File: src/rtl/latch_bank_write_arbiter.sv
// latch_bank_write_arbiter
//   Shares one bank of 2**ADDR_W active-low-gated D-latch words among NREQ
//   write requesters. One write at a time, each sequenced as
//   SETUP (data driven, gates closed) -> OPEN (one gate transparent)
//   -> HOLD (gates closed, data still driven), so latch setup/hold around
//   both gate edges is met by construction.
//
//   Every output is a register loaded from the next-state decode, so there
//   is no combinational path from any input to any output.
//
// Ports
//   clk_i      clock, all state updates on the rising edge
//   r_i        synchronous active-high reset
//   req_i      per-requester write request (level, held until done)
//   addr_i     per-requester word address, slice i = [i*ADDR_W +: ADDR_W]
//   wdata_i    per-requester write data,   slice i = [i*W +: W]
//   gnt_o      one-hot grant, high from SETUP through HOLD of the owner
//   done_o     one-cycle pulse in the final HOLD cycle
//   busy_o     high in any state other than IDLE
//   lat_d_o    data bus to every latch word
//   lat_g_n_o  per-word gate, active-low (0 = transparent)
//   lat_r_o    bank clear, active-high
//
// Configuration
//   LATCH_ARB_FIXED_PRIO_EN  defined: lowest-index request always wins and
//                            no round-robin pointer exists (starvation of
//                            higher indices is possible).
//                            undefined: round-robin from the pointer.
module latch_bank_write_arbiter #(
    parameter int NREQ      = 4,
    parameter int W         = 8,
    parameter int ADDR_W    = 2,
    parameter int SETUP_CYC = 1,
    parameter int EN_CYC    = 2,
    parameter int HOLD_CYC  = 1
) (
    input  logic                     clk_i,
    input  logic                     r_i,
    input  logic [NREQ-1:0]          req_i,
    input  logic [NREQ*ADDR_W-1:0]   addr_i,
    input  logic [NREQ*W-1:0]        wdata_i,
    output logic [NREQ-1:0]          gnt_o,
    output logic [NREQ-1:0]          done_o,
    output logic                     busy_o,
    output logic [W-1:0]             lat_d_o,
    output logic [(1<<ADDR_W)-1:0]   lat_g_n_o,
    output logic                     lat_r_o
);

    localparam int DEPTH   = 1 << ADDR_W;
    localparam int IDX_W   = $clog2(NREQ);
    localparam int MAX_A   = (SETUP_CYC > EN_CYC) ? SETUP_CYC : EN_CYC;
    localparam int MAX_CYC = (MAX_A > HOLD_CYC) ? MAX_A : HOLD_CYC;
    localparam int CNT_W   = (MAX_CYC > 1) ? $clog2(MAX_CYC) : 1;

    typedef enum logic [2:0] {CLR, IDLE, SETUP, OPEN, HOLD} state_t;

    state_t              state_q, state_d;
    logic [CNT_W-1:0]    cnt_q, cnt_d;
    logic [IDX_W-1:0]    win_q, win_d;
    logic [ADDR_W-1:0]   addr_q, addr_d;
    logic [W-1:0]        data_q, data_d;

    logic [NREQ-1:0]     gnt_q, gnt_d;
    logic [NREQ-1:0]     done_q, done_d;
    logic                busy_q, busy_d;
    logic [W-1:0]        lat_d_q, lat_d_d;
    logic [DEPTH-1:0]    lat_g_n_q, lat_g_n_d;
    logic                lat_r_q, lat_r_d;

    logic [NREQ-1:0]     rot;
    logic [IDX_W-1:0]    pick;
    logic [NREQ-1:0]     win_oh;

    // ------------------------------------------------------------------
    // Winner selection. Requests are rotated so the pointer position sits
    // at bit 0; the lowest set bit of the rotated vector is the winner.
    // ------------------------------------------------------------------
`ifdef LATCH_ARB_FIXED_PRIO_EN
    assign rot = req_i;

    always_comb begin
        pick = '0;
        // Descending scan: the last hit (lowest index) wins.
        for (int k = NREQ - 1; k >= 0; k--) begin
            if (rot[k]) pick = IDX_W'(k);
        end
    end
`else
    logic [IDX_W-1:0]    ptr_q, ptr_d;
    logic [2*NREQ-1:0]   req_dbl;

    assign req_dbl = {req_i, req_i} >> ptr_q;
    assign rot     = req_dbl[NREQ-1:0];

    always_comb begin
        pick = '0;
        for (int k = NREQ - 1; k >= 0; k--) begin
            if (rot[k]) pick = IDX_W'((int'(ptr_q) + k) % NREQ);
        end
    end
`endif

    // ------------------------------------------------------------------
    // Next state, phase counter and captured transaction
    // ------------------------------------------------------------------
    always_comb begin
        state_d = state_q;
        cnt_d   = cnt_q;
        win_d   = win_q;
        addr_d  = addr_q;
        data_d  = data_q;
`ifndef LATCH_ARB_FIXED_PRIO_EN
        ptr_d   = ptr_q;
`endif
        case (state_q)
            CLR: state_d = IDLE;
            IDLE: begin
                if (|req_i) begin
                    state_d = SETUP;
                    cnt_d   = CNT_W'(SETUP_CYC - 1);
                    win_d   = pick;
                    addr_d  = addr_i[pick*ADDR_W +: ADDR_W];
                    data_d  = wdata_i[pick*W +: W];
                end
            end
            SETUP: begin
                if (cnt_q == '0) begin
                    state_d = OPEN;
                    cnt_d   = CNT_W'(EN_CYC - 1);
                end else begin
                    cnt_d = cnt_q - 1'b1;
                end
            end
            OPEN: begin
                if (cnt_q == '0) begin
                    state_d = HOLD;
                    cnt_d   = CNT_W'(HOLD_CYC - 1);
                end else begin
                    cnt_d = cnt_q - 1'b1;
                end
            end
            HOLD: begin
                if (cnt_q == '0) begin
                    state_d = IDLE;
`ifndef LATCH_ARB_FIXED_PRIO_EN
                    ptr_d   = (win_q == IDX_W'(NREQ - 1)) ? '0 : win_q + 1'b1;
`endif
                end else begin
                    cnt_d = cnt_q - 1'b1;
                end
            end
            default: state_d = CLR;
        endcase
    end

    // ------------------------------------------------------------------
    // Output decode from the next state, so the registered outputs line up
    // with the state they describe. lat_d follows the captured data, which
    // only changes on capture in IDLE; it is therefore frozen from SETUP
    // through HOLD, covering the whole time a gate can be low plus the
    // cycle(s) after it rises.
    // ------------------------------------------------------------------
    assign win_oh = {{(NREQ-1){1'b0}}, 1'b1} << win_d;

    always_comb begin
        gnt_d     = '0;
        done_d    = '0;
        lat_g_n_d = '1;
        lat_r_d   = (state_d == CLR);
        busy_d    = (state_d != IDLE);
        lat_d_d   = data_d;
        if (state_d == SETUP || state_d == OPEN || state_d == HOLD)
            gnt_d = win_oh;
        if (state_d == OPEN)
            lat_g_n_d[addr_d] = 1'b0;
        if (state_d == HOLD && cnt_d == '0)
            done_d = win_oh;
    end

    always_ff @(posedge clk_i) begin
        if (r_i) begin
            state_q   <= CLR;
            cnt_q     <= '0;
            win_q     <= '0;
            addr_q    <= '0;
            data_q    <= '0;
            gnt_q     <= '0;
            done_q    <= '0;
            busy_q    <= 1'b1;
            lat_d_q   <= '0;
            lat_g_n_q <= '1;
            lat_r_q   <= 1'b1;
        end else begin
            state_q   <= state_d;
            cnt_q     <= cnt_d;
            win_q     <= win_d;
            addr_q    <= addr_d;
            data_q    <= data_d;
            gnt_q     <= gnt_d;
            done_q    <= done_d;
            busy_q    <= busy_d;
            lat_d_q   <= lat_d_d;
            lat_g_n_q <= lat_g_n_d;
            lat_r_q   <= lat_r_d;
        end
    end

`ifndef LATCH_ARB_FIXED_PRIO_EN
    always_ff @(posedge clk_i) begin
        if (r_i) ptr_q <= '0;
        else     ptr_q <= ptr_d;
    end
`endif

    assign gnt_o     = gnt_q;
    assign done_o    = done_q;
    assign busy_o    = busy_q;
    assign lat_d_o   = lat_d_q;
    assign lat_g_n_o = lat_g_n_q;
    assign lat_r_o   = lat_r_q;

endmodule

File: config.mk
export PLATFORM = sky130hd
export DESIGN_NAME = latch_bank_write_arbiter
export DESIGN_NICKNAME = d
export VERILOG_FILES = /design/src/rtl/latch_bank_write_arbiter.sv
export SDC_FILE = /design/constraint.sdc
export NUM_CORES = 1
export LEC_CHECK = 0
export CAP_MARGIN = 25
export CELL_PAD_IN_SITES_DETAIL_PLACEMENT = 1
export CELL_PAD_IN_SITES_GLOBAL_PLACEMENT = 1
export CORE_MARGIN = 5
export CORE_UTILIZATION = 32
export DETAILED_ROUTE_END_ITERATION = 8
export PLACE_DENSITY = 0.87
export SETUP_SLACK_MARGIN = 0.2
export SYNTH_ARGS = -nofsm -noshare
export SYNTH_HDL_FRONTEND = slang
export SYNTH_SLANG_ARGS = --single-unit
File: constraint.sdc
create_clock -name clk_i -period 3.41 [get_ports clk_i]
set_input_delay 0.682 -clock clk_i [delete_from_list [all_inputs] [get_ports clk_i]]
set_output_delay 0.682 -clock clk_i [all_outputs]
set_load 0.1 [all_outputs]
==> impl_metrics.csv <==
group,metric,value,unit
setup_path,worst-setup-path-type,"flop to primary output",
global_route,grt_max_degree,23,
clock_tree,htree_num_levels,2,
layout,fillCellCount,538,
setup_path,r2r_end,"gnt_o[0]$_SDFF_PP0_",
setup_path,cp-endpoint,"lat_d_o[7]",
synth,netlist_instances,161,
place,routabilityCongestion,0.7644,
setup_path,cp-startpoint,"lat_d_o[7]$_SDFFE_PP0P_",
setup_path,critical_path_buf_inv_count,1,
setup_path,cp.required,2730,ps
clock_tree,cts_hold_buf,0,
pwr,ir_drop,0.2451,mV
synth,ys_top_cells_by_area,"dfxtp_1 42%, mux2i_1 14%, o221ai_1 5.7%",
pwr,p_per_area,439.1,mW/mm^2
layout,final_nets,274,
synth,seq_area_frac_synth,0.4183,
global_route,grt_pass1_wl,7120,um
sta,worstMarginPinSlew,1000,ps
route,ant_nets,0,
layout,final_cell_mix,"62 x clkdlybuf4s50_1, 32 x dfxtp_1, 22 x nor2_1, 22 x mux2i_1, 13 x nand2_1",
synth,synth_cell_type_count,40,
clock_tree,path_clk_slew,70,ps
setup_path,worst_setup_path_end_kind,"primary output",
setup_path,start_kind,"flop",
synth,avgSynthCellArea,9.512,sq um
sta,fin_worst_skew,5.532,ps
synth,netlist.area_leader.share,0.4183,
setup_path,crit_chain,"clkdlybuf4s50_1",
setup_path,reg2regPathDepth,4,
sta,setup_viol,0,
route,route.vias.total,1454,
setup_path,cp_slowest_stage_delay,1160,ps
route,drc,0,
route,routedWlPerCell,16.43,um
sta,fin_crit,2484,ps
synth,synth_edf_count,0,
floorplan,rows,25,
global_route,track_usage,0.1492,
floorplan,die_x,79.18,um
layout,drive_gt1_frac,0.08772,
clock_tree,ctsResizeCount,0,
setup_path,cp_max_fo,2,
setup_path,path_depth,1,
layout,antenna-diode-count,0,
synth,synth_async_sr_flop_share,0,
global_route,antenna_found_initial,0,
flow_run,maxCapViolations,0,
hold_path,hold_class,"flop to flop",
clock_tree,clock_sinks,32,
layout,area_growth,50.08,%
synth,synth_flop_cell,"dfxtp_1",
clock_tree,cts_setup_buffers,0,
floorplan,start_util,0.3264,
synth,syn_area,0.001531,sq mm
setup_path,r2r_start,"state_q[0]$_SDFF_PP0_",
global_route,grt_pass1_vias,1486,
synth,yosysWarnings,0,
pwr,p_leak,0.0008603,uW
route,drt-pass1-iter-count,4,
clock_tree,cts-root-buf,"clkbuf_8",
sta,fin_setup_tns,0,ps
sta,finalHoldViolCount,0,
place,port_buffers,67,
status,outcome,"completed",
clock_tree,insertion_delay,290,ps
route,drt_iter0_markers,63,
clock_tree,cts_tree,"done",
place,placed_area,0.002206,sq mm
sta,relSlewSlack,0.3312,
sta,slew_violations,0,
setup_path,ff2ff_setup_slack,1640,ps
synth,synth-seq-cells,32,
route,wirelength,4632,um
setup_path,worst_path_dominant_cell_family,"buffers and inverters",
floorplan,io_pins,68,
layout,mostFrequentLayoutCell,"clkdlybuf4s50_1",
global_route,grt_overflow,0,
sta,rsz0062_at_grt,"no",
route,drt-vias-per-instance,5.156,
clock_tree,tritoncts.num_buffers,5,
floorplan,floorplan.die_area,0.006269,sq mm
clock_tree,cts_max_path_buffers,2,
sta,period_share,0.7283,
layout,fin_area,0.002298,sq mm
floorplan,die_y,79.18,um
synth,synth_nets,208,
setup_path,worstPathArrival,1800,ps
setup_path,slowest_stage,"clkdlybuf4s50_1",
floorplan,core,0.004692,sq mm
sta,fmax,402.6,MHz
place,dp_hpwl,3599,um
synth,synth_top_area_cell,"dfxtp_1",
## cells by family after synthesis
family,Yosys count,share of synthesized area
buf+inv,10,0.04084
flops,32,0.4183
simple gates,63,0.2051
fa+ha+maj,1,0.008169
compound gates,30,0.1561
xor+xnor,1,0.005720
mux,24,0.1658
## per-layer routing
layer,up-vias,wire length [um],GRT usage
met5,-,0,0
met4,0,162,0.1031
met3,13,220,0.03175
met2,38,2441,0.2668
met1,688,1807,0.1542
li1,715,-,-
## through the flow
step | utilization | setup slack (ps) | hold WS (ps) | power, uW | std cells
floorplan | - | 1576 | 397.2 | 617.2 | 161
CTS | 0.4899 | 925.7 | 459.2 | 1022 | 282
global placement | 0.4701 | 806.3 | 423.1 | 712.7 | 274
global route | 0.4899 | 901.8 | 474.0 | 1053 | 282
finish | 0.4899 | 926.3 | 458.8 | 1009 | 282
detailed placement | 0.4701 | 714.0 | 442.3 | 717.9 | 274
## cells in the mapped netlist, types with 2 or more instances
library cell and number:
nand3_1 2, nor2b_1 2, a21oi_1 7, o21bai_1 3, nor2_1 22, buf_2 2, o21ai_0 2, nor3_1 3
clkbuf_1 4, mux2i_1 22, o221ai_1 10, buf_6 3, nand2b_1 7, nand2_1 13, and3_1 2, nand3b_1 2
dfxtp_1 32
## layout make-up
| class | instances | area (sq um) | area share |
|---|---|---|---|
| Clock inverter | 2 | 10.01 | 0.004355 |
| Timing Repair Buffer | 68 | 665.6 | 0.2896 |
| Multi-Input combinational cell | 119 | 828.3 | 0.3604 |
| Clock buffer | 6 | 82.58 | 0.03593 |
| Sequential cell | 32 | 640.6 | 0.2787 |
| Tap cell | 54 | 67.56 | 0.02940 |
| Inverter | 1 | 3.754 | 0.001633 |
## flip-flops by register name, summed over array words and instances, names as in the netlist, 2 cells and up
| signal | cells |
|---|---|
| lat_g_n_o | 4 |
| addr_q | 2 |
| state_q | 3 |
| lat_d_o | 8 |
| win_q | 2 |
| gnt_o | 4 |
| done_o | 4 |
| ptr_q | 2 |
## worst min-delay path by stage
| stage | from | endpoint | slack [ps] | cells after the start |
|---|---|---|---|---|
| 2_1_floorplan | addr_q[0]$_SDFF_PP0_ | lat_g_n_o[3]$_SDFF_PP1_ | 400 | 1 |
| 3_3_place_gp | addr_q[0]$_SDFF_PP0_ | lat_g_n_o[3]$_SDFF_PP1_ | 420 | 1 |
| 3_5_place_dp | addr_q[0]$_SDFF_PP0_ | lat_g_n_o[1]$_SDFF_PP1_ | 440 | 1 |
| 4_1_cts | addr_q[0]$_SDFF_PP0_ | lat_g_n_o[1]$_SDFF_PP1_ | 460 | 1 |
| 5_1_grt | addr_q[0]$_SDFF_PP0_ | lat_g_n_o[1]$_SDFF_PP1_ | 470 | 1 |
| 6_report | addr_q[0]$_SDFF_PP0_ | lat_g_n_o[3]$_SDFF_PP1_ | 460 | 1 |
## power breakdown
part           leakage (uW)  internal, uW  switching [uW]  total [uW]
Clock             0.0000510           161             141         301
Sequential         0.000261           396            21.6         418
Combinational      0.000548           111             180         290
Total              0.000860           668             342        1010
(Power assumes the default switching activity.)
